$ cat config.mk
export PLATFORM = sky130hd
export DESIGN_NAME = led_pattern_gen
export DESIGN_NICKNAME = d
export VERILOG_FILES = /design/src/rtl/led_pattern_gen.sv
export SDC_FILE = /design/constraint.sdc
export NUM_CORES = 1
export LEC_CHECK = 0
export CORE_MARGIN = 3
export CORE_UTILIZATION = 40
export CTS_CLUSTER_DIAMETER = 150
export DETAILED_ROUTE_END_ITERATION = 8
export SKIP_CTS_REPAIR_TIMING = 1
export SLEW_MARGIN = 20
export SYNTH_ARGS = -nofsm -noshare
export SYNTH_HDL_FRONTEND = slang
export SYNTH_SLANG_ARGS = --single-unit
$ cat constraint.sdc
create_clock -name clkin -period 6.04 [get_ports clkin]
set_clock_uncertainty 0.1 [all_clocks]
set_input_delay 1.812 -clock clkin [delete_from_list [all_inputs] [get_ports clkin]]
set_output_delay 1.812 -clock clkin [all_outputs]
set_load 0.005 [all_outputs]
$ cat src/rtl/led_pattern_gen.sv
// LED pattern generator: prescaled tick, programmable step rate, blink/count/chase/breathe patterns.
// leds are registered one cycle after the step (or mode change) cycle; no backpressure, free running.
module led_pattern_gen #(
  parameter int NUM_LEDS   = 12,
  parameter int CLK_HZ     = 50000000,
  parameter int TICK_HZ    = 1000,
  parameter int STEP_TICKS = 100,
  parameter int PWM_BITS   = 8
) (
  input  logic                clkin,
  input  logic                reset_n,
  input  logic                enable,
  input  logic [1:0]          mode,
  input  logic [3:0]          rate,
  output logic [NUM_LEDS-1:0] leds,
  output logic                tick
);

  localparam int DIV  = CLK_HZ / TICK_HZ;
  localparam int PSW  = (DIV > 1) ? $clog2(DIV) : 1;
  localparam int SW   = $clog2(16 * STEP_TICKS + 1);
  localparam int POSW = (NUM_LEDS > 1) ? $clog2(NUM_LEDS) : 1;

  localparam logic [PSW-1:0]      PS_MAX  = PSW'(DIV - 1);
  localparam logic [POSW-1:0]     POS_MAX = POSW'(NUM_LEDS - 1);
  localparam logic [PWM_BITS-1:0] DMAX    = '1;

  typedef enum logic [1:0] {
    M_BLINK   = 2'd0,
    M_COUNT   = 2'd1,
    M_CHASE   = 2'd2,
    M_BREATHE = 2'd3
  } mode_e;

  logic [PSW-1:0]      presc_q, presc_d;
  logic                tick_q, tick_d;
  logic [SW-1:0]       step_cnt_q, step_cnt_d;
  logic [31:0]         step_lim;
  logic                at_lim;
  logic                step;

  mode_e               mode_q, mode_d;
  logic                tog_q, tog_d;
  logic [NUM_LEDS-1:0] cnt_q, cnt_d;
  logic [POSW-1:0]     pos_q, pos_d;
  logic                dir_q, dir_d;
  logic [PWM_BITS-1:0] duty_q, duty_d;
  logic                ddir_q, ddir_d;
  logic [PWM_BITS-1:0] pwm_q, pwm_d;
  logic                pat_clear;

  logic [NUM_LEDS-1:0] leds_q, leds_d;

  // Prescaler: tick is registered, so it lands DIV cycles after enable rises.
  always_comb begin
    presc_d = presc_q;
    tick_d  = 1'b0;
    if (!enable) begin
      presc_d = '0;
    end else begin
      tick_d  = (presc_q == PS_MAX);
      presc_d = tick_d ? '0 : presc_q + PSW'(1);
    end
  end

  // Limit is re-evaluated every tick; >= makes a shrunken limit wrap on the next tick.
  assign step_lim = (({28'd0, rate} + 32'd1) * $unsigned(STEP_TICKS)) - 32'd1;
  assign at_lim   = (32'(step_cnt_q) >= step_lim);
  assign step     = enable && tick_q && at_lim;

  always_comb begin
    step_cnt_d = step_cnt_q;
    if (!enable) begin
      step_cnt_d = '0;
    end else if (tick_q) begin
      step_cnt_d = at_lim ? '0 : step_cnt_q + SW'(1);
    end
  end

  // Pattern state; a mode change clears everything and swallows a coincident step.
  assign pat_clear = !enable || (mode_e'(mode) != mode_q);

  always_comb begin
    mode_d = mode_q;
    tog_d  = tog_q;
    cnt_d  = cnt_q;
    pos_d  = pos_q;
    dir_d  = dir_q;
    duty_d = duty_q;
    ddir_d = ddir_q;
    pwm_d  = pwm_q;
    if (pat_clear) begin
      mode_d = enable ? mode_e'(mode) : M_BLINK;
      tog_d  = 1'b0;
      cnt_d  = '0;
      pos_d  = '0;
      dir_d  = 1'b0;
      duty_d = '0;
      ddir_d = 1'b0;
      pwm_d  = '0;
    end else begin
      pwm_d = pwm_q + PWM_BITS'(1);
      if (step) begin
        case (mode_q)
          M_BLINK: tog_d = ~tog_q;
          M_COUNT: cnt_d = cnt_q + NUM_LEDS'(1);
          M_CHASE: begin
            if (NUM_LEDS > 1) begin
              if (!dir_q) begin
                if (pos_q == POS_MAX) begin
                  dir_d = 1'b1;
                  pos_d = pos_q - POSW'(1);
                end else begin
                  pos_d = pos_q + POSW'(1);
                end
              end else begin
                if (pos_q == '0) begin
                  dir_d = 1'b0;
                  pos_d = pos_q + POSW'(1);
                end else begin
                  pos_d = pos_q - POSW'(1);
                end
              end
            end
          end
          M_BREATHE: begin
            if (!ddir_q) begin
              if (duty_q == DMAX) begin
                ddir_d = 1'b1;
                duty_d = duty_q - PWM_BITS'(1);
              end else begin
                duty_d = duty_q + PWM_BITS'(1);
              end
            end else begin
              if (duty_q == '0) begin
                ddir_d = 1'b0;
                duty_d = duty_q + PWM_BITS'(1);
              end else begin
                duty_d = duty_q - PWM_BITS'(1);
              end
            end
          end
          default: ;
        endcase
      end
    end
  end

  // Rendered from next-state so the first cycle of a new mode shows its reset pattern.
  always_comb begin
    leds_d = '0;
    if (enable) begin
      case (mode_d)
        M_BLINK:   leds_d = {NUM_LEDS{tog_d}};
        M_COUNT:   leds_d = cnt_d;
        M_CHASE:   leds_d = NUM_LEDS'(1) << pos_d;
        M_BREATHE: leds_d = {NUM_LEDS{pwm_d < duty_d}};
        default:   leds_d = '0;
      endcase
    end
  end

  always_ff @(posedge clkin or negedge reset_n) begin
    if (!reset_n) begin
      presc_q    <= '0;
      tick_q     <= 1'b0;
      step_cnt_q <= '0;
      mode_q     <= M_BLINK;
      tog_q      <= 1'b0;
      cnt_q      <= '0;
      pos_q      <= '0;
      dir_q      <= 1'b0;
      duty_q     <= '0;
      ddir_q     <= 1'b0;
      pwm_q      <= '0;
      leds_q     <= '0;
    end else begin
      presc_q    <= presc_d;
      tick_q     <= tick_d;
      step_cnt_q <= step_cnt_d;
      mode_q     <= mode_d;
      tog_q      <= tog_d;
      cnt_q      <= cnt_d;
      pos_q      <= pos_d;
      dir_q      <= dir_d;
      duty_q     <= duty_d;
      ddir_q     <= ddir_d;
      pwm_q      <= pwm_d;
      leds_q     <= leds_d;
    end
  end

  assign leds = leds_q;
  assign tick = tick_q;

endmodule

==> run metrics <==
number of flops mapped to enable cells by yosys=0; sequential element share of the synthesized area=between 30% and 40%; number of distinct library cells after synthesis=66; Final HPWL DP=9690 µm; Cell Rows=41; Reg2Reg Setup Slack=1.06 ns; Finish-stage setup viols=13; WS Path Type=in2reg; core area=12900 µm²; post-synth top area share=35.9%; Sw Pwr=0.358 mW; peak supply drop=0.101 mV; 1st-iter DRT viols=259; initial antenna violation count=0; Critical path origin=rate[1]; Seq pwr share=38.8%; largest net degree at the start of global routing=slightly below 80; dpl cells=850; Ys Warns=0; I/O pin count=22; CTS clk-pin slew, worst paths=0.06 ns; first-pass GRT wire length=22000 µm; Syn Area/Cell=8.81 µm²; most area-hungry cell type in the Yosys netlist=dfrtp_1; Final Non-Filler Cells=874; unrepaired setup endpoints after global routing=yes; Mapped Area=5370 µm²; top area cells in the synthesized netlist=dfrtp_1 36%, ha_1 9.3%, nor2_1 4.3%; RR Startpoint=duty_q[0]$_DFF_PN0_; f_max=139 MHz; final WL=13600 µm; Slowest-stage cell, CP=a2111oi_4; IO buf count=21; grt ovf=0; hold_sp=presc_q[0]$_DFF_PN0_; die height=122 µm; clock tree buffer depth=2; max incr delay on CP=0.40 ns; status=finished with violations; share of layout cells above drive strength 1=~22%; die width=122 µm; final hold slack=0.357 ns; clock sink total=77; CP endpoint kind=register; Max Cap Viol=0; Synth Net Count=660; WL per Instance=~16 µm; Worst Hold Class=reg2reg; prevailing post-synth register cell=dfrtp_1; worst-path fanout max=6; vias=4763; Logic pwr share=20.3%; Total Routing Usage GR=18.6%; Net Sw Frac=26.2%; clock network power share=40.9%; Initial Util=41.7%; worst skew pair latency=0.35 ns; Setup crit start kind=input pin; vias in the first global route=4579; max_slew headroom=between 50% and 60%; CTS HTree Levels=3; failing checks=setup timing; fin crit share=119%; die area=14900 µm²; ys async rst share=100%; CTS tree=done; # diodes=0; antenna-violating nets left=0; Leak Pwr=about 3.1 nW; Setup WS pre-CTS=-2.15 ns; Synth Register Bits=77; actual slew at the worst max-slew pin=0.692 ns; RD Place Congestion=0.861; Final Net Count=747; Int Pwr=1.01 mW; Num CTS Buffers=9; Synth Instances=610; DR vias/cell=5.45; crit path to=leds[9]$_DFF_PN0_; worst r2r dst=leds[9]$_DFF_PN0_; Worst EP arrival=7.36 ns; DRC Markers=0; Fin. Hold Viols=0; hold depth=1; Area growth syn-to-layout=31.1%; final setup margin=-1.16 ns; Root Driver=clkbuf_16; Required @ worst endpoint=about 6.2 ns; minimum clock period=around 7 ns; worst r2r path cells=19; Slew Viols, Final=0; TritonRoute pass-1 iters=5; pwr dens=194 nW/µm²
-- worst min-delay path by stage --
| stage | to |
|---|---|
| 6_report | presc_q[0]$_DFF_PN0_ |
| 5_1_grt | presc_q[0]$_DFF_PN0_ |
| 4_1_cts | presc_q[0]$_DFF_PN0_ |
| 3_5_place_dp | presc_q[0]$_DFF_PN0_ |
| 3_3_place_gp | presc_q[0]$_DFF_PN0_ |
| 2_1_floorplan | presc_q[0]$_DFF_PN0_ |
-- cells in the mapped netlist, types with 17 or more instances --
library cell and instances:
nand2b_1 18, inv_1 24, clkbuf_1 18, o21ai_0 39, xor2_1 26, a31oi_1 19, nand2_1 48, nand3_1 29
a21oi_1 19, nor2_1 61, xnor2_1 25, dfrtp_1 77, and3_1 17, ha_1 40
-- through the flow --
stage / utilization (%) / area, µm² / total power, mW / setup TNS, ns
after floorplan: - / 5630 / 0.702 / -13.09
after global placement: 50.3 / 6480 / 0.801 / -37.33
after detailed placement: 50.3 / 6480 / 0.805 / -41.22
after CTS: 52.7 / 6780 / 1.37 / -26.96
after global routing: 54.7 / 7040 / 1.43 / -17.63
final: 54.7 / 7040 / 1.36 / -13.49
-- cell type report --
cell class	count	area, µm²
Clock buffer	13	260
Clock inverter	3	43.8
Fill cell	1172	5840
Inverter	26	100
Multi-Input combinational cell	481	3640
Sequential cell	77	1930
Tap cell	172	215
Timing Repair Buffer	102	856
-- state kept, by name (all words and copies together) (netlist names), 2 cells and up --
name,flops
presc_q,16
cnt_q,12
leds,12
step_cnt_q,11
duty_q,8
pwm_q,8
pos_q,4
mode_q,2
-- cell usage in the layout (no fill, tap or decap), types with 14 or more instances in the layout --
cell	n
buf_4	80
dfrtp_1	77
nor2_1	58
nand2_1	48
o21ai_0	36
nand3_1	28
ha_1	25
xor2_1	24
inv_1	20
xnor2_1	20
a31oi_1	19
and3_1	16
a21oi_1	16
o21a_1	16
clkdlybuf4s50_1	16
nand2b_1	15
ha_4	14
-- power groups by stage --
stage	clock network (mW)	registers, mW	logic, mW
4_1_cts	0.570	0.530	0.267
3_5_place_dp	0	0.540	0.265
5_1_grt	0.595	0.531	0.309
6_report	0.558	0.530	0.277
2_1_floorplan	0	0.538	0.164
3_3_place_gp	0	0.539	0.262
-- layer usage --
| layer | GRT usage [%] | share of wire [%] |
|---|---|---|
| met1 | 25.1 | 47 |
| met3 | 2.97 | 3.3 |
| met5 | 0 | 0 |
| met4 | 7.28 | 1.4 |
| met2 | 30.0 | 49 |
-- cell families (layout without fill, tap and decap cells) --
| group | count (synthesis) | in the layout | share of synthesized area (%) |
|---|---|---|---|
| simple gates | 236 | 236 | 22.0 |
| compound gates | 142 | 143 | 18.0 |
| flops | 77 | 77 | 35.9 |
| buf+inv | 53 | 144 | 4.01 |
| xor+xnor | 51 | 51 | 8.32 |
| fa+ha+maj | 41 | 41 | 9.69 |
| mux | 10 | 10 | 2.10 |
-- worst max-delay path: cells and delay by family --
| kind | cells | cell delay, ns |
|---|---|---|
| AND/OR/NAND/NOR | 7 | 1.10 |
| AO/OA/AOI/OAI | 8 | 1.65 |
| adder cells (fa/ha/maj) | 6 | 1.55 |
| XOR/XNOR | 3 | 0.43 |
| buffers and inverters | 4 | 0.52 |
| multiplexers | 1 | 0.28 |
Note: power is estimated with default switching activity, not from simulation.
